## src/rtl/hline_sampler.sv

```systemverilog
// Horizontal-line bitstream sampler for the VGA scope: integrates a 1-bit stream per line
// window into a saturated 4-bit sample, and debounces four buttons into status flags.
module hline_sampler #(
  parameter int unsigned ACC_W     = 11,
  parameter int unsigned SHIFT     = 7,
  parameter int unsigned DEB_COUNT = 50000,
  parameter int unsigned DEB_W     = 16
) (
  input  logic       clock,
  input  logic       reset,
  input  logic       ena,
  input  logic       hline,
  input  logic       din,
  input  logic [3:0] btn,
  output logic [3:0] sample,
  output logic       sample_valid,
  output logic [3:0] s
);

  localparam int unsigned NBTN = 4;
  localparam logic [ACC_W-1:0] ACC_MAX  = '1;
  localparam logic [ACC_W-1:0] SAMP_MAX = ACC_W'(15);
  localparam logic [DEB_W-1:0] DEB_LAST = DEB_W'(DEB_COUNT - 1);

  typedef enum logic {
    ST_STABLE = 1'b0,
    ST_COUNT  = 1'b1
  } deb_state_e;

  logic            din_meta_q, din_s_q;
  logic [NBTN-1:0] btn_meta_q, btn_s_q;

  logic [ACC_W-1:0] acc_q, acc_d, acc_shift;
  logic [3:0]       sample_q, sample_d;
  logic             sample_valid_q, sample_valid_d;

  deb_state_e       deb_state_q [NBTN];
  deb_state_e       deb_state_d [NBTN];
  logic [DEB_W-1:0] deb_cnt_q   [NBTN];
  logic [DEB_W-1:0] deb_cnt_d   [NBTN];
  logic [NBTN-1:0]  s_q, s_d;

  // Two-flop synchronisers run every cycle, independent of ena.
  always_ff @(posedge clock or posedge reset) begin
    if (reset) begin
      din_meta_q <= 1'b0;
      din_s_q    <= 1'b0;
      btn_meta_q <= '0;
      btn_s_q    <= '0;
    end else begin
      din_meta_q <= din;
      din_s_q    <= din_meta_q;
      btn_meta_q <= btn;
      btn_s_q    <= btn_meta_q;
    end
  end

  // Window integration; the hline cycle's own bit opens the next window.
  always_comb begin
    acc_d          = acc_q;
    sample_d       = sample_q;
    sample_valid_d = 1'b0;
    acc_shift      = acc_q >> SHIFT;
    if (ena) begin
      if (hline) begin
        sample_d       = (acc_shift > SAMP_MAX) ? 4'd15 : 4'(acc_shift);
        acc_d          = ACC_W'(din_s_q);
        sample_valid_d = 1'b1;
      end else if (din_s_q && (acc_q != ACC_MAX)) begin
        acc_d = acc_q + ACC_W'(1);
      end
    end
  end

  // Per-button debounce: a mismatch must persist DEB_COUNT enabled cycles to flip s.
  always_comb begin
    s_d = s_q;
    for (int i = 0; i < NBTN; i++) begin
      deb_state_d[i] = deb_state_q[i];
      deb_cnt_d[i]   = deb_cnt_q[i];
      if (ena) begin
        case (deb_state_q[i])
          ST_STABLE: begin
            if (btn_s_q[i] != s_q[i]) begin
              deb_state_d[i] = ST_COUNT;
              deb_cnt_d[i]   = DEB_W'(1);
            end else begin
              deb_cnt_d[i] = '0;
            end
          end
          ST_COUNT: begin
            if (btn_s_q[i] == s_q[i]) begin
              deb_state_d[i] = ST_STABLE;
              deb_cnt_d[i]   = '0;
            end else if (deb_cnt_q[i] == DEB_LAST) begin
              s_d[i]         = btn_s_q[i];
              deb_state_d[i] = ST_STABLE;
              deb_cnt_d[i]   = '0;
            end else begin
              deb_cnt_d[i] = deb_cnt_q[i] + DEB_W'(1);
            end
          end
        endcase
      end
    end
  end

  always_ff @(posedge clock or posedge reset) begin
    if (reset) begin
      acc_q          <= '0;
      sample_q       <= '0;
      sample_valid_q <= 1'b0;
      s_q            <= '0;
      for (int i = 0; i < NBTN; i++) begin
        deb_state_q[i] <= ST_STABLE;
        deb_cnt_q[i]   <= '0;
      end
    end else begin
      acc_q          <= acc_d;
      sample_q       <= sample_d;
      sample_valid_q <= sample_valid_d;
      s_q            <= s_d;
      for (int i = 0; i < NBTN; i++) begin
        deb_state_q[i] <= deb_state_d[i];
        deb_cnt_q[i]   <= deb_cnt_d[i];
      end
    end
  end

  assign sample       = sample_q;
  assign sample_valid = sample_valid_q;
  assign s            = s_q;

endmodule

```

## config.mk

```make
export PLATFORM = sky130hd
export DESIGN_NAME = hline_sampler
export DESIGN_NICKNAME = d
export VERILOG_FILES = /design/src/rtl/hline_sampler.sv
export SDC_FILE = /design/constraint.sdc
export NUM_CORES = 1
export LEC_CHECK = 0
export ABC_AREA = 1
export BUFFER_PORTS_ARGS = -buffer_cell sky130_fd_sc_hd__buf_2
export CELL_PAD_IN_SITES_DETAIL_PLACEMENT = 1
export CELL_PAD_IN_SITES_GLOBAL_PLACEMENT = 1
export CORE_MARGIN = 5
export CORE_UTILIZATION = 50
export DETAILED_ROUTE_END_ITERATION = 16
export GPL_TIMING_DRIVEN = 0
export PLACE_DENSITY_LB_ADDON = 0.1
export SYNTH_ARGS = -nofsm -noshare
export SYNTH_HDL_FRONTEND = slang
export SYNTH_SLANG_ARGS = --single-unit
```

## constraint.sdc

```tcl
create_clock -name clock -period 9.25 [get_ports clock]
set_input_delay 2.3125 -clock clock [delete_from_list [all_inputs] [get_ports clock]]
set_output_delay 2.3125 -clock clock [all_outputs]
set_load 0.03 [all_outputs]
```

==> results.md, run 1 <==
* Status: finished, final reports clean
* Final WL at between 10 and 15 mm
* Post-layout util at 56.6%
* CP startpoint kind: register
* Die W at 111 um
* Critical path arrival at 0.99 ns
* Clock Pin Slew Worst Setup and Hold Paths at around 0.090 ns
* Crit path required time at a little under 7 ns
* Initial antenna violation count at 0
* Pwr Density at 146 nW/um2
* Worst-margin pin slew at about 0.50 ns
* Max cap viols at 0
* Leak at roughly 2.6 nW
* Syn nets at approximately 670
* Final clock skew at 0.00654 ns
* Via Count at ~4400
* Global route overflow at 0
* Area leader, netlist: dfrtp_1
* Core area at 9820 um2
* Maximum vdd ir drop at about 90 uV
* Post-synthesis area per instance at about 7.7 um2
* RePlAce Congestion at 0.818
* DP HPWL at about 9.0 mm
* Die ar. at around 12000 um2
* CTS tree: built
* Warnings, synthesis at 0
* Seq cells post-synth at between 90 and 100
* Mux cell area share after synthesis at 0%
* Compound-Gate Fraction of Synth Area at under 10%
* Cts repair resizes at 0
* Crit-path max cell delay at roughly 0.4 ns
* TritonCTS Sinks at 98
* Max clock buf depth at 2
* Post-synthesis xor/xnor area fraction at 5.71%
* Inst Count DP at around 800
* Synth Area in Simple Gates at ~32%
* Final Non-Filler Cells at 822
* Routed len/inst at approximately 15 um
* Top cells by area, synth: dfrtp_1, nand2_1, nor2_1
* Synthesized instance count at between 600 and 700
* Final Cycle Share at between 30% and 40%
* Initial Util at ~52%
* DRT iter0 DRCs at between 150 and 200
* GRT Overall Usage at a little over a fifth
* Setup violations, final at 0
* Post-CTS Hold Fix Bufs at 0
* First-pass GRT wire length at between 20 and 25 mm
* Yosys cell types at 33
* Final min period at roughly 3.3 ns
* Slew HR at between 60% and 70%
* EDFF count, synth at 0
* Setup CP Type: register to primary output
* Later-pin clock latency in the skew report at roughly 0.37 ns
* Max-slew violation count at 0
* # DRC at 0
* HP Class: register to register
* Largest family of logic cells by synthesized area: simple AND/OR/NAND/NOR gates
* Layout Nets at ~700
* Crit path max-delay family: flip-flops
* Post-synth ARST share at between 90% and 100%
* Pin count of the biggest net entering global routing at 66
* RSZ-0062 raised after global routing: false
* CP cell instances: buf_2
* Top_reg_cell synth: dfrtp_1
* Setup bufs post-CTS at 0
* Crit Path Max Fanout at 3
* Syn-to-layout area delta at 9.79%
* Adder-cell share of the synthesized area at under 10%
* N_diodes at 0
* Cell with the most instances after synthesis: nand2_1
* I/O Buffers at 17
* CTS buffer count at 9
* Commonest cells in the synthesized netlist: nand2_1, nor2_1, dfrtp_1
* Hold Vio Cnt, Final at 0
* Slowest-stage cell, CP: dfrtp_1
* Vias per std cell at approximately 5.3
* Ports at 18
* Synth Cell Area at 5060 um2
* # H-tree levels at 3
* Setup_tns at 0 ns
* Layout cells sized above 1 at about 9.0%
* Fmax achieved at approximately 300 MHz
* Antenna Nets Post-Route at 0
* Yosys top cell area share at 48.4%
* TritonRoute pass-1 iters at 4
* Die height at around 110 um
* Vias in the first global route at 4727
* Buf/Inv on CP at 1
* Root Driver: clkbuf_8
* CP Capture Type: primary output
* Sequential area share after synthesis at roughly half
* Cell Rows at 36
==> placed cells by master (no fill, tap or decap), drive strengths merged <==
master  netlist  layout
a31oi         1       1
nand3        55      55
buf           8      26
xor2         25      25
a21o          1       1
nand2       168     168
bufinv        0       1
clkbuf        0      12
nand3b        2       2
nand4        21      21
o21bai        1       1
clkinv        1       4
and2          4       4
a22o          1       1
nor3         12      12
nor2        113     113
o21ai        32      32
a21oi        17      17
o211ai        1       1
dfrtp        98      98
inv          77      77
o21a          1       1
or2           3       3
ha            5       5
xnor2         8       8
==> layout make-up <==
| class | instances | area (um2) |
|---|---|---|
| timing repair buffer | 18 | 113 |
| tap | 133 | 166 |
| clock inverter | 4 | 48.8 |
| fill | 1282 | 4260 |
| sequential | 98 | 2450 |
| multi-input combinational | 471 | 2270 |
| inverter | 78 | 295 |
| clock buffer | 12 | 165 |
| buffer | 8 | 46.3 |
==> metal layers <==
layer / track usage (%) / part of all wire, % / wire length [um] / vias to the layer above
li1: - / - / - / 2137
met1: 27.2 / 45 / 5560 / 2172
met2: 37.6 / 52 / 6340 / 28
met3: 2.74 / 1.4 / 167 / 14
met4: 6.81 / 1.4 / 175 / 0
met5: 0 / 0 / 0 / -
==> final timing paths <==
kind | from | end | slack [ns] | cells past startpoint
max in group asynchronous | reset | deb_cnt_q[2] | 6.62 | 3
hold / removal | btn_meta_q[2] | btn_s_q[2] | 0.36 | 0
min in group asynchronous | reset | din_meta_q | 1.95 | 2
setup / recovery | s[0] | s[0] | 5.94 | 1
hold reg to reg | btn_meta_q[2] | btn_s_q[2] | 0.36 | 0
setup reg to reg | deb_cnt_q[0] | deb_state_q[0] | 7.39 | 10
==> state kept, by name, indices dropped and copies added, names as in the netlist <==
signal	cells
acc_q	11
s	4
deb_cnt_q	64
deb_state_q	4
din_meta_q	1
sample	4
sample_valid	1
btn_meta_q	4
btn_s_q	4
din_s_q	1
==> per-stage QoR <==
step	hold WS, ns	power [mW]	setup slack [ns]	cell area (um2)
floorplan	0.331	0.503	4.38	5060
global placement	0.332	0.520	3.16	5320
detailed placement	0.338	0.527	5.61	5350
CTS	0.360	0.824	5.92	5560
global route	0.362	0.851	5.91	5560
finish	0.356	0.813	5.94	5560
==> power breakdown <==
group / leakage [nW] / total, mW / internal, mW / switching, mW
sequential: 1.32 / 0.453 / 0.441 / 0.0124
clock: 0.112 / 0.296 / 0.147 / 0.149
combinational: 1.20 / 0.0635 / 0.0195 / 0.0440
==> worst reg2reg max path, delay by kind of cell, from the launching register on <==
kind	cells	cell delay [ns]
AOI/OAI and AO/OA	1	0.11
adders and majority gates	1	0.19
buffers and inverters	2	0.28
DFF	1	0.42
and+or+nand+nor	6	0.75
==> logic make-up (layout without fill, tap and decap cells) <==
family	after synthesis	count (layout)
simple gates	378	378
flops	98	98
buf+inv	86	120
compound gates	55	55
xor+xnor	33	33
fa+ha+maj	5	5
(Power assumes the default switching activity.)
==> inputs of run 2 (changes only) <==
--- a/config.mk
+++ b/config.mk
@@ -10,7 +10,7 @@
 export CELL_PAD_IN_SITES_DETAIL_PLACEMENT = 1
 export CELL_PAD_IN_SITES_GLOBAL_PLACEMENT = 1
 export CORE_MARGIN = 5
-export CORE_UTILIZATION = 50
+export CORE_UTILIZATION = 42
 export DETAILED_ROUTE_END_ITERATION = 16
 export GPL_TIMING_DRIVEN = 0
 export PLACE_DENSITY_LB_ADDON = 0.1
==> constraint.sdc (replaced) <==
create_clock -name clock -period 2.8 [get_ports clock]
set_input_delay 0.7 -clock clock [delete_from_list [all_inputs] [get_ports clock]]
set_output_delay 0.7 -clock clock [all_outputs]
set_load 0.03 [all_outputs]
==> run 2 against run 1 <==
  * Sequential power rose to 3.3 times the previous value
  * Highest routed layer unchanged
  * Core utilization fell by 8.5 points
  * Die area rose by 17%
  * Critical endpoint is now deb_state_q[0]
  * Sequential share of layout area fell by 1.3 points
  * Design area rose by 3.0%
  * Via count fell by 0.83%
==> results.md, run 2 (same netlist as run 1, synthesis figures left out) <==
* # DRC at 0
* Crit-path max cell delay at 0.42 ns
* Setup CP Type: register to register
* Crit path top cell by count: nand2_1
* Reg2reg path depth at 10
* Inst Count DP at about 820
* Post-Route Hold Slack at 0.355 ns
* # H-tree levels at 3
* CP Capture Type: register
* Final WL at between 10 and 15 mm
* Design area at about 5700 um2
* Crit Path Max Fanout at 10
* Maximum vdd ir drop at ~440 uV
* Hold Vio Cnt, Final at 0
* Die W at approximately 120 um
* Final Non-Filler Cells at between 800 and 900
* Status: finished, final reports clean
* RSZ-0062 raised after global routing: false
* I/O Buffers at 17
* GR Util met3 at 4.81%
* Later-pin clock latency in the skew report at around 0.36 ns
* Fmax achieved at about 540 MHz
* Post-layout util at about 48%
* Cell Rows at 40
* Worst-margin pin slew at between 0.8 and 0.9 ns
* Buf/Inv on CP at 2
* Pwr Total at 3.18 mW
* TritonRoute pass-1 iters at 4
* Slew HR at 42.0%
* Post-Place Cell Area at approximately 5400 um2
* Ports at 18
* Crit path required time at 3.03 ns
* Commonest non-fill, non-tap cell in the layout: nand2_1
* CP startpoint kind: register
* GRT Overall Usage at a little under a fifth
* Initial Util at 42.5%
* Final min period at between 1.5 and 2 ns
* CTS tree: built
* Place WS at about 0.75 ns
* Initial antenna violation count at 0
* TritonCTS Sinks at approximately 100
* N_diodes at 0
* First-pass GRT wire length at roughly 22 mm
* Max-slew violation count at 0
* DRT iter0 DRCs at between 150 and 200
* Pin count of the biggest net entering global routing at 39
* Crit path depth at 10
* Vias in the first global route at about 4700
* Slowest-stage cell, CP: dfrtp_1
* Cts repair resizes at 0
* Via Count at 4315
* Number of flip-flops under the largest register name at 64
* Vias per std cell at a little over 5
* Final clock skew at 0.00751 ns
* Routed len/inst at between 10 and 15 um
* GRT met2 Usage at around 33%
* Root Driver: clkbuf_16
* Final Cycle Share at between 60% and 70%
* Die ar. at between 10000 and 15000 um2
* Setup bufs post-CTS at 0
* Most frequent cells in the layout: nand2_1, nor2_1, dfrtp_1
* Max cap viols at 0
* Global route overflow at 0
* Post-route setup slack at 0.950 ns
* R2R Setup Slk at 0.95 ns
* Core area at about 12000 um2
* Post-CTS Hold Fix Bufs at 0
* Die height at around 120 um
* Fill count at roughly 1500
* WHS Path Cells at 0
* HP Class: register to register
* DP HPWL at 8.97 mm
* Setup_tns at 0 ns
* Regs by FF count: deb_cnt_q x64, acc_q x11
* Busiest grt layer: met2
* Syn-to-layout area delta at 13.1%
* Crit path max-delay family: simple AND/OR/NAND/NOR gates
* Leak at 2.70 nW
* Antenna Nets Post-Route at 0
* Pwr Density at between 500 and 600 nW/um2
* Largest register by flop count: deb_cnt_q
* Max clock buf depth at 2
* RePlAce Congestion at 0.809
* Layout cells sized above 1 at 9.13%
* CP cell instances: ha_1 -> nand2_1 -> nor2_1 -> inv_1 -> nor2_1 -> nand2_1 -> nand2_1 -> nand2_2 -> inv_2 -> a21oi_1
* Layout Nets at 699
* Clock Pin Slew Worst Setup and Hold Paths at around 0.07 ns
* Setup violations, final at 0
* Critical path arrival at 2.08 ns
* M1 GR Usage at roughly 22%
* CTS buffer count at 9
run 2: worst paths after layout:
path / start / to
max reg2reg: deb_cnt_q[0] / deb_state_q[0]
min reg2reg: btn_meta_q[3] / btn_s_q[3]
max in group asynchronous: reset / deb_cnt_q[54]
max: deb_cnt_q[0] / deb_state_q[0]
min: btn_meta_q[3] / btn_s_q[3]
min in group asynchronous: reset / din_meta_q
run 2: layout make-up:
cell class                      instances  area (um2)  area share, %
Buffer                                  8        46.3          0.808
Clock buffer                           10         239           4.17
Clock inverter                          6         111           1.94
Inverter                               78         297           5.18
Multi-Input combinational cell        471        2270           39.7
Sequential cell                        98        2450           42.8
Tap cell                              147         184           3.21
Timing Repair Buffer                   19         125           2.18
run 2: layer usage:
layer	part of all wire, %	vias to the layer above
met5	0	-
met1	45	2131
met3	3.0	15
met2	51	32
li1	-	2137
met4	1.1	0
run 2: worst register-to-register path, delay by kind of cell (launching register included):
kind / cells / cell delay, ns
simple gates: 6 / 0.72
flops: 1 / 0.42
buf+inv: 2 / 0.27
compound gates: 1 / 0.11
fa+ha+maj: 1 / 0.20
run 2: power by group:
part | total (mW) | leakage [nW] | internal [mW] | switching (mW)
logic | 0.212 | 1.20 | 0.0660 | 0.146
clock network | 1.47 | 0.169 | 0.900 | 0.570
registers | 1.50 | 1.32 | 1.46 | 0.0428
